==> src/rtl/uart_pkg.sv <==
// Shared UART definitions: transmit FSM states, default payload width and the
// parity-type encoding used by both the transmit and receive sides.
package uart_pkg;

  localparam int DEFAULT_DATA_WIDTH = 8;

  localparam logic PAR_EVEN = 1'b0;
  localparam logic PAR_ODD  = 1'b1;

  typedef enum logic [2:0] {
    ST_IDLE   = 3'd0,
    ST_START  = 3'd1,
    ST_DATA   = 3'd2,
    ST_PARITY = 3'd3,
    ST_STOP   = 3'd4
  } tx_state_e;

endpackage

==> src/rtl/uart_tx_parity_calc.sv <==
// Parity bit for the latched transmit payload: XOR of the data for even
// parity, XNOR for odd parity.
module uart_tx_parity_calc
  import uart_pkg::*;
#(
  parameter int DATA_WIDTH = DEFAULT_DATA_WIDTH
) (
  input  logic [DATA_WIDTH-1:0] i_data,
  input  logic                  i_par_typ,
  output logic                  o_parity
);

  function automatic logic calc_parity(input logic [DATA_WIDTH-1:0] data,
                                       input logic                  typ);
    logic even_bit;
    even_bit = ^data;
    return (typ == PAR_ODD) ? ~even_bit : even_bit;
  endfunction

  assign o_parity = calc_parity(i_data, i_par_typ);

endmodule

==> src/rtl/uart_tx.sv <==
// UART transmitter: one serial bit per clk cycle, optional parity, back-to-back
// frames accepted during the stop bit. TX_OUT and busy come straight from flops.
module uart_tx
  import uart_pkg::*;
#(
  parameter int DATA_WIDTH = DEFAULT_DATA_WIDTH
) (
  input  logic                  clk,
  input  logic                  rst,
  input  logic [DATA_WIDTH-1:0] P_DATA,
  input  logic                  DATA_VALID,
  input  logic                  PAR_EN,
  input  logic                  PAR_TYP,
  output logic                  TX_OUT,
  output logic                  busy
);

  localparam int CNT_W = (DATA_WIDTH > 1) ? $clog2(DATA_WIDTH) : 1;
  localparam logic [CNT_W-1:0] CNT_LAST = CNT_W'(DATA_WIDTH - 1);

  tx_state_e             r_state;
  tx_state_e             w_state_next;
  logic [CNT_W-1:0]      r_cnt;
  logic [CNT_W-1:0]      w_cnt_next;
  logic [DATA_WIDTH-1:0] r_data;
  logic                  r_par_en;
  logic                  r_par_typ;
  logic                  w_accept;
  logic                  w_parity;
  logic                  w_tx_next;
  logic                  w_busy_next;

  uart_tx_parity_calc #(
    .DATA_WIDTH(DATA_WIDTH)
  ) u_parity_calc (
    .i_data   (r_data),
    .i_par_typ(r_par_typ),
    .o_parity (w_parity)
  );

  // Next state, bit counter and acceptance decision
  always_comb begin
    w_state_next = r_state;
    w_cnt_next   = {CNT_W{1'b0}};
    w_accept     = 1'b0;
    case (r_state)
      ST_IDLE, ST_STOP: begin
        if (DATA_VALID) begin
          w_accept     = 1'b1;
          w_state_next = ST_START;
        end else begin
          w_state_next = ST_IDLE;
        end
      end
      ST_START: begin
        w_state_next = ST_DATA;
      end
      ST_DATA: begin
        if (r_cnt == CNT_LAST) begin
          w_state_next = r_par_en ? ST_PARITY : ST_STOP;
        end else begin
          w_state_next = ST_DATA;
          w_cnt_next   = r_cnt + CNT_W'(1);
        end
      end
      ST_PARITY: begin
        w_state_next = ST_STOP;
      end
      default: begin
        w_state_next = ST_IDLE;
      end
    endcase
  end

  // Line value for the coming cycle, chosen from the next state so the output flop alone drives TX_OUT
  always_comb begin
    w_tx_next   = 1'b1;
    w_busy_next = (w_state_next != ST_IDLE);
    case (w_state_next)
      ST_IDLE:   w_tx_next = 1'b1;
      ST_START:  w_tx_next = 1'b0;
      ST_DATA:   w_tx_next = r_data[w_cnt_next];
      ST_PARITY: w_tx_next = w_parity;
      ST_STOP:   w_tx_next = 1'b1;
      default:   w_tx_next = 1'b1;
    endcase
  end

  // State, counter and registered serial outputs
  always_ff @(posedge clk or posedge rst) begin
    if (rst) begin
      r_state <= ST_IDLE;
      r_cnt   <= {CNT_W{1'b0}};
      TX_OUT  <= 1'b1;
      busy    <= 1'b0;
    end else begin
      r_state <= w_state_next;
      r_cnt   <= w_cnt_next;
      TX_OUT  <= w_tx_next;
      busy    <= w_busy_next;
    end
  end

  // Frame configuration captured only on acceptance
  always_ff @(posedge clk or posedge rst) begin
    if (rst) begin
      r_data    <= {DATA_WIDTH{1'b0}};
      r_par_en  <= 1'b0;
      r_par_typ <= 1'b0;
    end else if (w_accept) begin
      r_data    <= P_DATA;
      r_par_en  <= PAR_EN;
      r_par_typ <= PAR_TYP;
    end
  end

endmodule

==> config.mk <==
export PLATFORM = sky130hd
export DESIGN_NAME = uart_tx
export DESIGN_NICKNAME = d
export VERILOG_FILES = /design/src/rtl/uart_pkg.sv /design/src/rtl/uart_tx_parity_calc.sv /design/src/rtl/uart_tx.sv
export SDC_FILE = /design/constraint.sdc
export NUM_CORES = 1
export LEC_CHECK = 0
export ABC_CLOCK_PERIOD_IN_PS = 3240
export BUFFER_PORTS_ARGS = -buffer_cell sky130_fd_sc_hd__buf_4
export CORE_UTILIZATION = 57
export DETAILED_ROUTE_END_ITERATION = 10
export PLACE_DENSITY_LB_ADDON = 0.2
export SETUP_SLACK_MARGIN = 0.3
export SYNTH_ARGS = -nofsm -noshare
export SYNTH_HDL_FRONTEND = slang
export SYNTH_SLANG_ARGS = --single-unit
==> constraint.sdc <==
create_clock -name clk -period 3.24 [get_ports clk]
set_clock_uncertainty 0.15 [all_clocks]
set_input_delay 0.324 -clock clk [delete_from_list [all_inputs] [get_ports clk]]
set_output_delay 0.324 -clock clk [all_outputs]
set_load 0.01 [all_outputs]
# Word-level counts from Yosys, hierarchy flattened
# Index checks and enable logic that the tools add are counted.
# classes
muxes,12
reduce_logical,4
eq_ne,8
add_sub_neg,1
n_lt_le_gt_ge,1
bitwise_logic,1
# ops
operator,n
"3-bit by 2-bit equality test with 1-bit output, second input constant",4
3-bit two-way mux,4
3-bit case mux with 4 select lines,1
8-bit parity,1
"3-bit by 1-bit equality test with 1-bit output, second input constant",2
"3-bit equality test, second input constant",2
1-bit two-way mux,5
"3-bit by 4-bit < comparator with 1-bit output, second input constant",1
"3-bit by 1-bit adder with 3-bit output, second input constant",1
1-bit binary-select mux with 3-bit select,1
3-bit zero test,1
1-bit case mux with 3 select lines,1
3-bit nonzero test,1
2-bit OR reduction,1
1-bit inverter,1
# totals
ff_bits,18
wordCells,34
out_inout_bits,2

# Longest topological paths before layout
# depth
word_depth,6
ltp_mapped,7
ltp_nobuf,7

# Cells and area by module
# A second synthesis with hierarchy kept.
# unflattened
hier_cells,78
hier_area_um2,955.9
# by_module_without_submodules
module,area_each_um2,cells_per_inst,instances
uart_tx,873.3,71,1
uart_tx_parity_calc,82.6,7,1

# Worst setup path after synthesis
# OpenSTA, ideal clock, no wires.
# synth_path
path_type,flip-flop to flip-flop
from,register r_cnt[0]
to,register TX_OUT
required_time_ps,3007
path_slack_ps,1333
stages_incl_launch_ff,7
arrival_time_ps,1674
period_less_slack_ps,1907
cell_sequence,dfrtp_1 -> ha_1 -> ha_1 -> mux4_2 -> nand2_1 -> a31oi_1 -> a21boi_2
# synth_via
elab_chain_cells,6
elab_cells_between_ends,12
cone_classes,add/sub (1); eq/ne (4); mux (7)
# synth_rtl
item,line_no,rtl
start: declaration,uart_tx.sv:23,logic [CNT_W-1:0] r_cnt;
start signal: assignment,uart_tx.sv:93,r_cnt <= {CNT_W{1'b0}};
start signal: assignment,uart_tx.sv:98,r_cnt <= w_cnt_next;
3-bit by 1-bit adder with 3-bit output / 3-bit equality test (equally long branches),"uart_tx.sv:63, uart_tx.sv:59",
3-bit two-way mux,uart_tx.sv:59,if (r_cnt == CNT_LAST) begin
3-bit two-way mux,uart_tx.sv:46,case (r_state)
1-bit binary-select mux with 3-bit select,uart_tx.sv:82,ST_DATA: w_tx_next = r_data[w_cnt_next];
1-bit two-way mux (not written as such),uart_tx.sv:82,
1-bit case mux with 3 select lines *,uart_tx.sv:79,case (w_state_next)
via w_tx_next,uart_tx.sv:30,logic w_tx_next;
end signal: assignment,uart_tx.sv:99,TX_OUT <= w_tx_next;
end: declaration,uart_tx.sv:14,"output logic TX_OUT,"
# The timed path passes the listed nets; every way through them passes the cells marked *. The select of a mux whose other input is x is not followed.
# A chain may end at the register's enable or synchronous reset.

# Final worst setup path
# Same ends and word-level chain as after synthesis.

==> impl_results.md <==
* Status: complete, no violations
* Fin Setup TNS at 0 ns
* ANT cells at 0
* Tot Pwr at 1030 uW
* Count of different cell masters after synthesis at 27
* LEAKAGE at approximately 0.00046 uW
* Final WL at 1320 um
* RSZ-0062 raised after global routing: no
* Worst path max stage delay at 0.52 ns
* Die W at just over 40 um
* Setup bufs post-CTS at 0
* Slew HR at 0.514
* WP buf/inv at 0
* 1st-pass router iterations at 2
* CTS tree: yes
* Placed insts at 98
* Final hold vios at 0
* First-pass GRT wire length at 2320 um
* Via count at 566
* H-tree depth at 1
* Slowest-stage cell, CP: mux4_2
* Fraction of registers with async set or reset after synthesis at 1.00
* CP endpoint kind: register
* RePlAce Congestion at between 0.7 and 0.8
* Synth Flop Type: dfrtp_1
* Remaining antenna violation count at 0
* Synth Register Bits at 18
* Fin crit share at 0.631
* Top cells by area, synth: dfrtp_1 48%, mux2_2 12%, xnor2_1 7.0%
* Largest family of logic cells by synthesized area: multiplexers
* Row Count at 13
* Clk pin slew, worst setup/hold paths at 0.10 ns
* Area Overhead vs Synth at 17.4%
* CP arrival at 2.11 ns
* Worst skew pair latency at 0.29 ns
* Synth Area in Adders at 0.0285
* Initial antenna violation count at 0
* CP Cell Sequence: ha_1 > ha_1 > mux4_2 > nand2_1 > a31oi_1 > a21boi_2
* Post-synth top area share at 0.484
* Post-CTS resize count at 0
* GRT Util Overall at 0.215
* Cell count after synthesis at 70
* Full die area at 1700 um2
* Most frequent CP cell: ha_1
* Die Ht at 41.3 um
* CP Data Required Time at 3.31 ns
* Crit path launch type: register
* Syn_nets at 85
* Worst-case clock buffer depth at 2
* Wirelength per Cell at ~13 um
* Non-Filler Instances at ~100
* Clock sink count at 18
* Core footprint at 1370 um2
* Synth Area in Compound Gates at 0.0741
* Mapped Area at approximately 900 um2
* Post-synthesis sequential area ratio at 0.514
* Post-CTS Hold Buffers at 1
* Mux cell area share after synthesis at 0.164
* Crit-path leading delay family: adder cells
* Layout cells sized above 1 at 0.341
* DR vias/cell at around 5.5
* Root Buffer Master: clkbuf_4
* Final Net Count at 104
* Worst-path fanout max at 5
* Cell Pwr Density at 996 nW/um2
* EDFF count, synth at 0
* Top post-synthesis cells by count: 17 x dfrtp_1, 9 x mux2_2, 7 x xnor2_1, 4 x a21oi_1, 4 x nor2_1
* Fmax at 489 MHz
* Final setup violation count at 0
* Total grt overflow at 0
* Num CTS Buffers at 3
* Initial core utilization at 0.643
* Max IR drop VDD at ~0.64 mV
* Post-Synth XOR/XNOR Area at 0.0798
* Crit Path Category: register to register
* Largest net degree at the start of global routing at 19
* Ys Warns at 0
* Min Tclk post-route at between 2 and 2.5 ns
* Vias in the first global route at 548
* Tightest Pin Transition at 0.729 ns
* HP Class: input port to register
* Most common cell in the netlist: dfrtp_1
* Max-Cap Viols at 0
* DRC at 0
* Port Buffers at 14
* Slew Viols, Final at 0
* I/O pin total at 15
* Hpwl dp at 989 um
* Post-synthesis simple-gate area fraction at 0.123
* Area leader, netlist: dfrtp_1
* Drt initial violations at 2
* Avg Cell Area, Syn at 12.5 um2
metal layers:
| metal | global-route usage | wire length (um) | vias to the layer above |
|---|---|---|---|
| li1 | - | - | 282 |
| met1 | 0.256 | 636 | 273 |
| met2 | 0.375 | 634 | 9 |
| met3 | 0.0489 | 32 | 2 |
| met4 | 0.0726 | 18 | 0 |
| met5 | 0 | 0 | - |
state kept, by name (all words and copies together), names as in the netlist:
register,cells
r_par_en,1
r_state,3
r_data,8
r_par_typ,1
TX_OUT,1
r_cnt,3
busy,1
final timing paths:
| kind | endpoint | cells after the start | slack [ns] | startpoint |
|---|---|---|---|---|
| setup reg to reg | TX_OUT | 6 | 1.20 | r_cnt[0] |
| hold / removal | r_par_typ | 2 | 0.11 | PAR_TYP |
| min in group asynchronous | r_par_typ | 3 | 0.52 | rst |
| hold reg to reg | r_par_typ | 1 | 0.40 | r_par_typ |
| setup / recovery | TX_OUT | 6 | 1.20 | r_cnt[0] |
| max in group asynchronous | r_cnt[2] | 3 | 1.99 | rst |
where the power goes:
group	internal [uW]	switching, uW	leakage [uW]	total, uW
logic	291	206	0.000223	497
registers	330	87.1	0.000219	417
clock network	47.9	64.9	0.0000150	113
total	669	358	0.000457	1030
kinds of logic after synthesis:
kind of cell	count (synthesis)
AOI/OAI and AO/OA	10
buffers and inverters	3
and+or+nand+nor	17
adders and majority gates	2
xor gates and xnor gates	8
muxes	12
DFF	18
stage by stage:
step	utilization	worst slack [ns]	cell area (um2)	hold slack, ns
after floorplan	-	1.33	878	0.112
after global placement	0.728	1.27	995	0.299
after detailed placement	0.728	1.20	995	0.306
after CTS	0.755	1.19	1030	0.107
after global routing	0.755	1.10	1030	0.0975
final	0.755	1.20	1030	0.109
final cells by class:
type / instances / area, um2
fill: 90 / 335
tap: 15 / 18.8
inverter: 2 / 7.51
sequential: 18 / 452
multi-input combinational: 49 / 412
timing repair buffer: 15 / 115
clock buffer: 4 / 26.3
cell usage in the layout (no fill, tap or decap):
cell type,netlist,routed
and2b_1,1,1
a21oi_1,4,4
xor2_1,1,1
o31ai_1,1,1
mux2_2,9,9
dlygate4sd3_1,0,1
nand4b_1,1,1
dfrtp_1,17,17
clkbuf_4,0,3
nand2b_1,1,1
nand2_1,3,3
nor3b_1,1,1
buf_4,1,14
o21ai_0,1,1
nor3b_4,1,1
nor2_1,4,4
a211oi_1,1,1
nand3b_1,1,1
mux4_2,1,1
and2_0,1,1
a21boi_2,1,1
mux2i_1,2,2
xnor2_1,7,7
inv_1,2,2
ha_1,2,2
o21bai_1,1,1
dfstp_2,1,1
a31oi_1,1,1
clkbuf_1,0,1
and2_1,3,3
No activity file was read; power rests on OpenSTA's default activity.
